==> src/rtl/reg_file.sv <==
// Operand-fetch register file: 16 data registers, each paired with a dirty (pending-write) bit.
// Accepts one request at a time and holds its response until the requester takes it.
module reg_file #(
   parameter int DATA_WIDTH    = 32,
   parameter int REG_CMD_WIDTH = 2,
   parameter int NUM_REGS      = 16
) (
   input  logic                     clk,
   input  logic                     reset,
   input  logic [3:0]               i_reg,
   input  logic [DATA_WIDTH-1:0]    i_data,
   input  logic [REG_CMD_WIDTH-1:0] i_cmd,
   input  logic                     i_valid,
   input  logic                     i_res_ready,
   output logic [DATA_WIDTH-1:0]    o_data,
   output logic                     o_res_valid,
   output logic                     o_ready
);

   localparam logic [REG_CMD_WIDTH-1:0] CMD_READ  = REG_CMD_WIDTH'(0);
   localparam logic [REG_CMD_WIDTH-1:0] CMD_WRITE = REG_CMD_WIDTH'(1);
   localparam logic [REG_CMD_WIDTH-1:0] CMD_CHECK = REG_CMD_WIDTH'(2);
   localparam logic [REG_CMD_WIDTH-1:0] CMD_LOCK  = REG_CMD_WIDTH'(3);

   logic [DATA_WIDTH-1:0] regs [NUM_REGS];
   logic [NUM_REGS-1:0]   dirty;
   logic [DATA_WIDTH-1:0] result;
   logic                  do_write;
   logic                  do_lock;
   logic                  accept;

   // A held response blocks new requests, so at most one is ever in flight.
   assign o_ready = !o_res_valid;
   assign accept  = i_valid && !o_res_valid;

   always_comb begin
      result   = '0;
      do_write = 1'b0;
      do_lock  = 1'b0;
      case (i_cmd)
         CMD_READ:  result = regs[i_reg];
         CMD_WRITE: begin
            result   = i_data;
            do_write = 1'b1;
         end
         CMD_CHECK: result = DATA_WIDTH'(dirty[i_reg]);
         CMD_LOCK: begin
            result  = DATA_WIDTH'(dirty[i_reg]);
            do_lock = 1'b1;
         end
         default: result = '0;
      endcase
   end

   // Accept and consume are mutually exclusive because accept requires no pending response.
   always_ff @(posedge clk) begin
      if (reset) begin
         for (int k = 0; k < NUM_REGS; k++) begin
            regs[k] <= '0;
         end
         dirty       <= '0;
         o_data      <= '0;
         o_res_valid <= 1'b0;
      end else if (accept) begin
         o_data      <= result;
         o_res_valid <= 1'b1;
         if (do_write) begin
            regs[i_reg]  <= i_data;
            dirty[i_reg] <= 1'b0;
         end
         if (do_lock) begin
            dirty[i_reg] <= 1'b1;
         end
      end else if (o_res_valid && i_res_ready) begin
         o_res_valid <= 1'b0;
      end
   end

endmodule

==> config.mk <==
export PLATFORM = sky130hd
export DESIGN_NAME = reg_file
export DESIGN_NICKNAME = d
export VERILOG_FILES = /design/src/rtl/reg_file.sv
export SDC_FILE = /design/constraint.sdc
export NUM_CORES = 1
export LEC_CHECK = 0
export ABC_AREA = 1
export BUFFER_PORTS_ARGS = -buffer_cell sky130_fd_sc_hd__buf_2
export CORE_MARGIN = 2
export CORE_UTILIZATION = 60
export CTS_BUF_LIST = sky130_fd_sc_hd__clkbuf_16
export DETAILED_ROUTE_END_ITERATION = 6
export PLACE_DENSITY = 0.77
export SKIP_CTS_REPAIR_TIMING = 1
export SLEW_MARGIN = 30
export SYNTH_ARGS = -nofsm -noshare
export SYNTH_HDL_FRONTEND = slang
export SYNTH_SLANG_ARGS = --single-unit
==> constraint.sdc <==
create_clock -name clk -period 4.51 [get_ports clk]
set_clock_uncertainty 0.05 [all_clocks]
set_input_delay 0.451 -clock clk [delete_from_list [all_inputs] [get_ports clk]]
set_output_delay 0.451 -clock clk [all_outputs]
set_load 0.02 [all_outputs]
==> results of run 1 <==
-- cells by family after synthesis --
group                  after synthesis  synth area share
buffers and inverters              270            0.0483
DFF                                561             0.667
and+or+nand+nor                   1579             0.266
AOI/OAI and AO/OA                   86            0.0183
-- power groups by stage --
stage / Combinational, uW / Sequential [uW] / Clock [uW]
global route: 814 / 5940 / 4640
global placement: 727 / 6020 / 0
CTS: 748 / 5920 / 4460
finish: 765 / 5920 / 4460
detailed placement: 743 / 6030 / 0
floorplan: 450 / 6030 / 0
-- metrics by stage --
stage | instances | utilization | power, uW | worst slack [ns] | hold slack (ns)
3_3_place_gp | 2968 | 0.622 | 6750 | 1.35 | 0.400
5_1_grt | 3074 | 0.666 | 11400 | 1.59 | 0.123
6_report | 3074 | 0.666 | 11200 | 1.72 | 0.117
4_1_cts | 3074 | 0.666 | 11100 | 1.78 | 0.0965
2_1_floorplan | 2496 | - | 6480 | 0.425 | 0.387
3_5_place_dp | 2968 | 0.623 | 6770 | 1.34 | 0.402
-- routing by layer --
layer,up-vias,GRT usage,wire (um),share of wire
li1,8328,-,-,-
met1,9049,0.425,25500,0.36
met2,1362,0.561,33900,0.48
met3,271,0.0533,7770,0.11
met4,0,0.193,3840,0.054
met5,-,0,0,0
-- worst max-delay path by stage --
stage,start,end,slack (ns),depth (start not counted)
floorplan,o_res_valid,regs[6][0],0.42,6
global placement,i_reg[0],regs[7][8],1.35,6
detailed placement,reset,regs[3][11],1.34,7
CTS,o_res_valid,regs[1][3],1.78,9
global route,o_res_valid,regs[11][20],1.59,9
finish,o_res_valid,regs[11][16],1.72,9
-- area by class of cell --
type                       instances  area, um^2  share of cell area
sequential                       561       16400               0.605
timing repair buffer             123         828              0.0307
inverter                          87         332              0.0123
multi-input combinational       1665        7090               0.263
clock inverter                    48         293              0.0108
tap                              532         666              0.0246
clock buffer                      58        1450              0.0537
-- layout by cell type, fill, tap and decap left out, drive strengths merged, types with 39 or more instances in the layout --
cell type | Yosys | layout
a21oi | 39 | 39
clkbuf | 90 | 58
nor2 | 535 | 535
buf | 93 | 123
inv | 84 | 98
edfxtp | 512 | 512
nand2 | 768 | 768
nand3 | 142 | 142
dfxtp | 49 | 49
nand4 | 125 | 125
-- flip-flops by register name (all words and copies together), names as in the netlist --
register / cells
regs: 512
o_data: 32
dirty: 16
o_res_valid: 1
-- worst reg2reg max path, cell delays in order (launching register included) --
cell and delay, ns:
dfxtp_1 0.31, inv_2 0.06, nand2_2 0.05, inv_2 0.09, nand2_1 0.06, buf_4 0.21, inv_2 0.52, nand3_1 0.69
buf_4 0.46, nor2_1 0.14
==> flow_summary.toml, run 1 <==
[worst_setup_path]
start_kind = "flop"
r2r_start = "o_res_valid"
crit_buf_inv = 5
cp.arrival_ns = 3.20
cp_common_cell = "inv_2"
crit_chain = "inv_2 -> nand2_2 -> inv_2 -> nand2_1 -> buf_4 -> inv_2 -> nand3_1 -> buf_4 -> nor2_1"
critical_path_class = "reg2reg"
worstPathRequired_ns = 4.93
crit_slowest_cell = "nand3_1"
r2r_setup_slack_ns = 1.72
reg2reg_depth = 9
path_max_fanout = 29
critical-path-top-delay-family = "buffers and inverters"
end_kind = "flop"
max_stage_delay_ns = 0.68
r2r_end = "regs[11][16]"

[yosys]
mappedNetlistArea_mm2 = 0.0245
synth.area.top_cells = "edfxtp_1, nand2_1, nor2_1"
syn_nets = 2538
synth.distinct_cells = 29
synth_top_area_frac = 0.627
async_flop_share = 0
synth_most_common_cell = "nand2_1"
synth.top_cells.by_count = "nand2_1, nor2_1, edfxtp_1"
ys.flop_type = "edfxtp_1"
yosys_warnings = 0
post_synth.cell_area_avg_um2 = 9.82
synth_area_leader_cell = "edfxtp_1"
ys_ff_latch = 561
ys_seq_area_frac = 0.667
syn_inst = 2496
synth_edf_count = 512

[route]
postRouteAntennaNets = 0
wire_per_inst_um = 23.1
drt_iter0_drc = 2544
firstDrtPassIters = 7
viasPerCell = 6.18
via_count = 19000
drc = 0
routed_wl_mm = 70.9

[placement]
gp_congestion = 0.898
placed_area_mm2 = 0.0253
hpwlAfterDp_mm = 37.7
portBuffers = 75

[grt]
grt_pass1_vias = 18500
grt_start_max_net_pins = 127
antenna_found_initial = 0
overflow = 0
grt_pass1_wl_mm = 106
globalRouteTotalUtil = 0.338

[timing]
finalSetupViolCount = 0
slew_headroom = 0.324
tns_ns = 0
slew_viol_final = 0
period_share = 0.618
period_needed_ns = 2.79
max_clock_freq_mhz = 359
worst_slew_pin_slew_ns = 1.01
rsz0062_at_grt = "no"
hold_violations = 0

[cts]
cts_made_buffers = 56
cts_tree = "built"
clkSlewWorstSetupHoldPaths_ns = 0.06
clkSinkCount = 561
root_buffer = "clkbuf_16"
clk-insertion-delay-late_ns = 0.62
htree_levels = 2
clk_path_buf_depth = 3

[floorplanning]
die-area_mm2 = 0.0425
die_w_um = 206
die_y_um = 206
io_pins = 76
core_area_mm2 = 0.0406
rows = 74
start_util = 0.605

[job]
maxCapViolations = 0

[layout]
area_growth_pct = 10.2
final_nets = 2536
final_cell_area_mm2 = 0.0270
drive_gt1_frac = 0.0991
insertedDiodeCount = 0
fillers = 3057

[worst_hold_path]
hold_end = "o_res_valid"
hp-start = "i_res_ready"
min_delay_path_depth = 3
hp-class = "in2reg"

[power_and_ir_drop]
max-vdd-ir-drop_v = 0.000311
p_clk_frac = 0.400
pwr-share-seq = 0.531
p_int_uw = 8510
switching_share = 0.237
p_leak_uw = 0.0105
powerDensity_mw_per_mm2 = 413
switchingPower_uw = 2640
pwr-share-comb = 0.069

[status]
status = "complete, no violations"
Note: power is estimated with default switching activity, not from simulation.
==> run 2, diff against run 1 <==
- CORE_UTILIZATION: 60 -> 56
- PLACE_DENSITY: 0.77 -> 0.76
- clock period: 4.51 -> 2.4 ns (I/O delays scaled with it)
==> flow_summary.toml, run 2 (synthesized netlist as in run 1, its figures left out) <==
[placement]
portBuffers = 75
gp_congestion = 0.995
hpwlAfterDp_mm = 43.8

[grt]
antenna_found_initial = 0
globalRouteTotalUtil = 0.354
overflow = 0
grt_pass1_wl_mm = 117
grt_pass1_vias = 19500
grt_start_max_net_pins = 126

[cts]
cts_made_buffers = 56
clkSlewWorstSetupHoldPaths_ns = 0.06
root_buffer = "clkbuf_16"
clk_path_buf_depth = 3
clk-insertion-delay-late_ns = 0.62
clkSinkCount = 561
htree_levels = 2
cts_tree = "built"

[worst_setup_path]
max_stage_delay_ns = 0.34
crit_slowest_cell = "nand2_2"
worstPathRequired_ns = 2.67
start_kind = "flop"
reg2reg_depth = 8
r2r_setup_slack_ns = 0.37
crit_chain = "inv_2 -> nand2_2 -> inv_2 -> nand2_2 -> inv_2 -> nand2_1 -> nand2_2 -> buf_12"
end_kind = "flop"
path_max_fanout = 21
critical_path_class = "reg2reg"
cp.arrival_ns = 2.31

[route]
postRouteAntennaNets = 0
viasPerCell = 6.25
firstDrtPassIters = 6
met1_length_mm = 26.2
via_count = 19900
routed_wl_mm = 78.9
met3_length_mm = 11.5
wl_met2_mm = 36.0
drt_iter0_drc = 2998
drc = 0
wire_per_inst_um = 24.8
top_layer = "met4"

[layout]
area_growth_pct = 12.8
final_common_cell = "nand2_1"
seqCellArea_mm2 = 0.0164
fin_util = 0.641
top_regs = "regs: 512 flops, o_data: 32 flops, dirty: 16 flops"
largest-register = "regs"
multi_input_area_mm2 = 0.00709
insertedDiodeCount = 0
final_nets = 2589
final_cell_mix = "nand2_1, nor2_1, edfxtp_1"
drive_gt1_frac = 0.119
largest_reg_flops = 512
fillers = 3386

[floorplanning]
rows = 76
core_area_mm2 = 0.0432
io_pins = 76
start_util = 0.568
die_w_um = 213
die_y_um = 213
die-area_mm2 = 0.0455

[timing]
period_needed_ns = 2.03
tns_ns = 0
max_clock_freq_mhz = 491
slew_viol_final = 0
hold_violations = 6
period_share = 0.848
worst_slew_pin_slew_ns = 0.794
rsz0062_at_grt = "no"
holdWs_ns = -0.0135
finalSetupViolCount = 0
slew_headroom = 0.470

[power_and_ir_drop]
p_leak_uw = 0.0108
powerDensity_mw_per_mm2 = 761
max-vdd-ir-drop_v = 0.000610
totalPowerFinal_uw = 21000

[worst_hold_path]
min_delay_path_depth = 3
hp-class = "in2reg"

[status]
status = "complete, but fails checks"
violations = "negative hold slack"

[job]
maxCapViolations = 0
==> run 2: cell types whose count changed in the layout (fill, tap and decap cells not counted), moves of 2 or more <==
cell | before | now
buf_12 | 7 | 23
clkinv_1 | 21 | 18
nand2_2 | 17 | 25
buf_4 | 43 | 72
nand2_4 | 8 | 1
nand3_2 | 3 | 8
inv_1 | 81 | 79
dlygate4sd3_1 | 0 | 8
nand3_1 | 139 | 134
clkinv_2 | 10 | 14
inv_6 | 0 | 3
==> run 2: final cells by class <==
class,instances,area share
Timing Repair Buffer,176,0.0523
Sequential cell,561,0.591
Clock inverter,49,0.0102
Tap cell,585,0.0265
Inverter,87,0.0120
Clock buffer,57,0.0516
Multi-Input combinational cell,1665,0.256
==> run 2: worst max-delay path: cells and delay by family, from the launching register on <==
family | cells | cell delay (ns)
flip-flops | 1 | 0.31
AND/OR/NAND/NOR | 4 | 0.64
buffers and inverters | 4 | 0.72
==> run 2: power by group <==
part           leakage [uW]  internal, uW  switching [uW]  total, uW
Sequential          0.00558         11000             127      11100
Combinational       0.00433           390            1220       1610
Clock              0.000891          4520            3780       8300
Total                0.0108         15900            5130      21000
==> run 2: worst paths after layout <==
check | start | end
setup / recovery | o_res_valid | regs[10][7]
hold / removal | i_data[9] | regs[1][9]
setup reg to reg | o_res_valid | regs[10][7]
hold reg to reg | dirty[5] | dirty[5]
==> run 2: metrics by stage <==
step / std cells / cell area, um^2 / setup WS (ns)
floorplan: 2496 / 24600 / 0.0226
global placement: 3066 / 25900 / 0.372
detailed placement: 3066 / 25900 / 0.313
CTS: 3172 / 27600 / 0.423
global route: 3180 / 27700 / 0.239
finish: 3180 / 27700 / 0.365
==> run 2: per-layer routing <==
metal / track usage / up-vias
li1: - / 8424
met1: 0.451 / 9323
met2: 0.562 / 1746
met3: 0.0718 / 376
met4: 0.218 / 0
met5: 0 / -
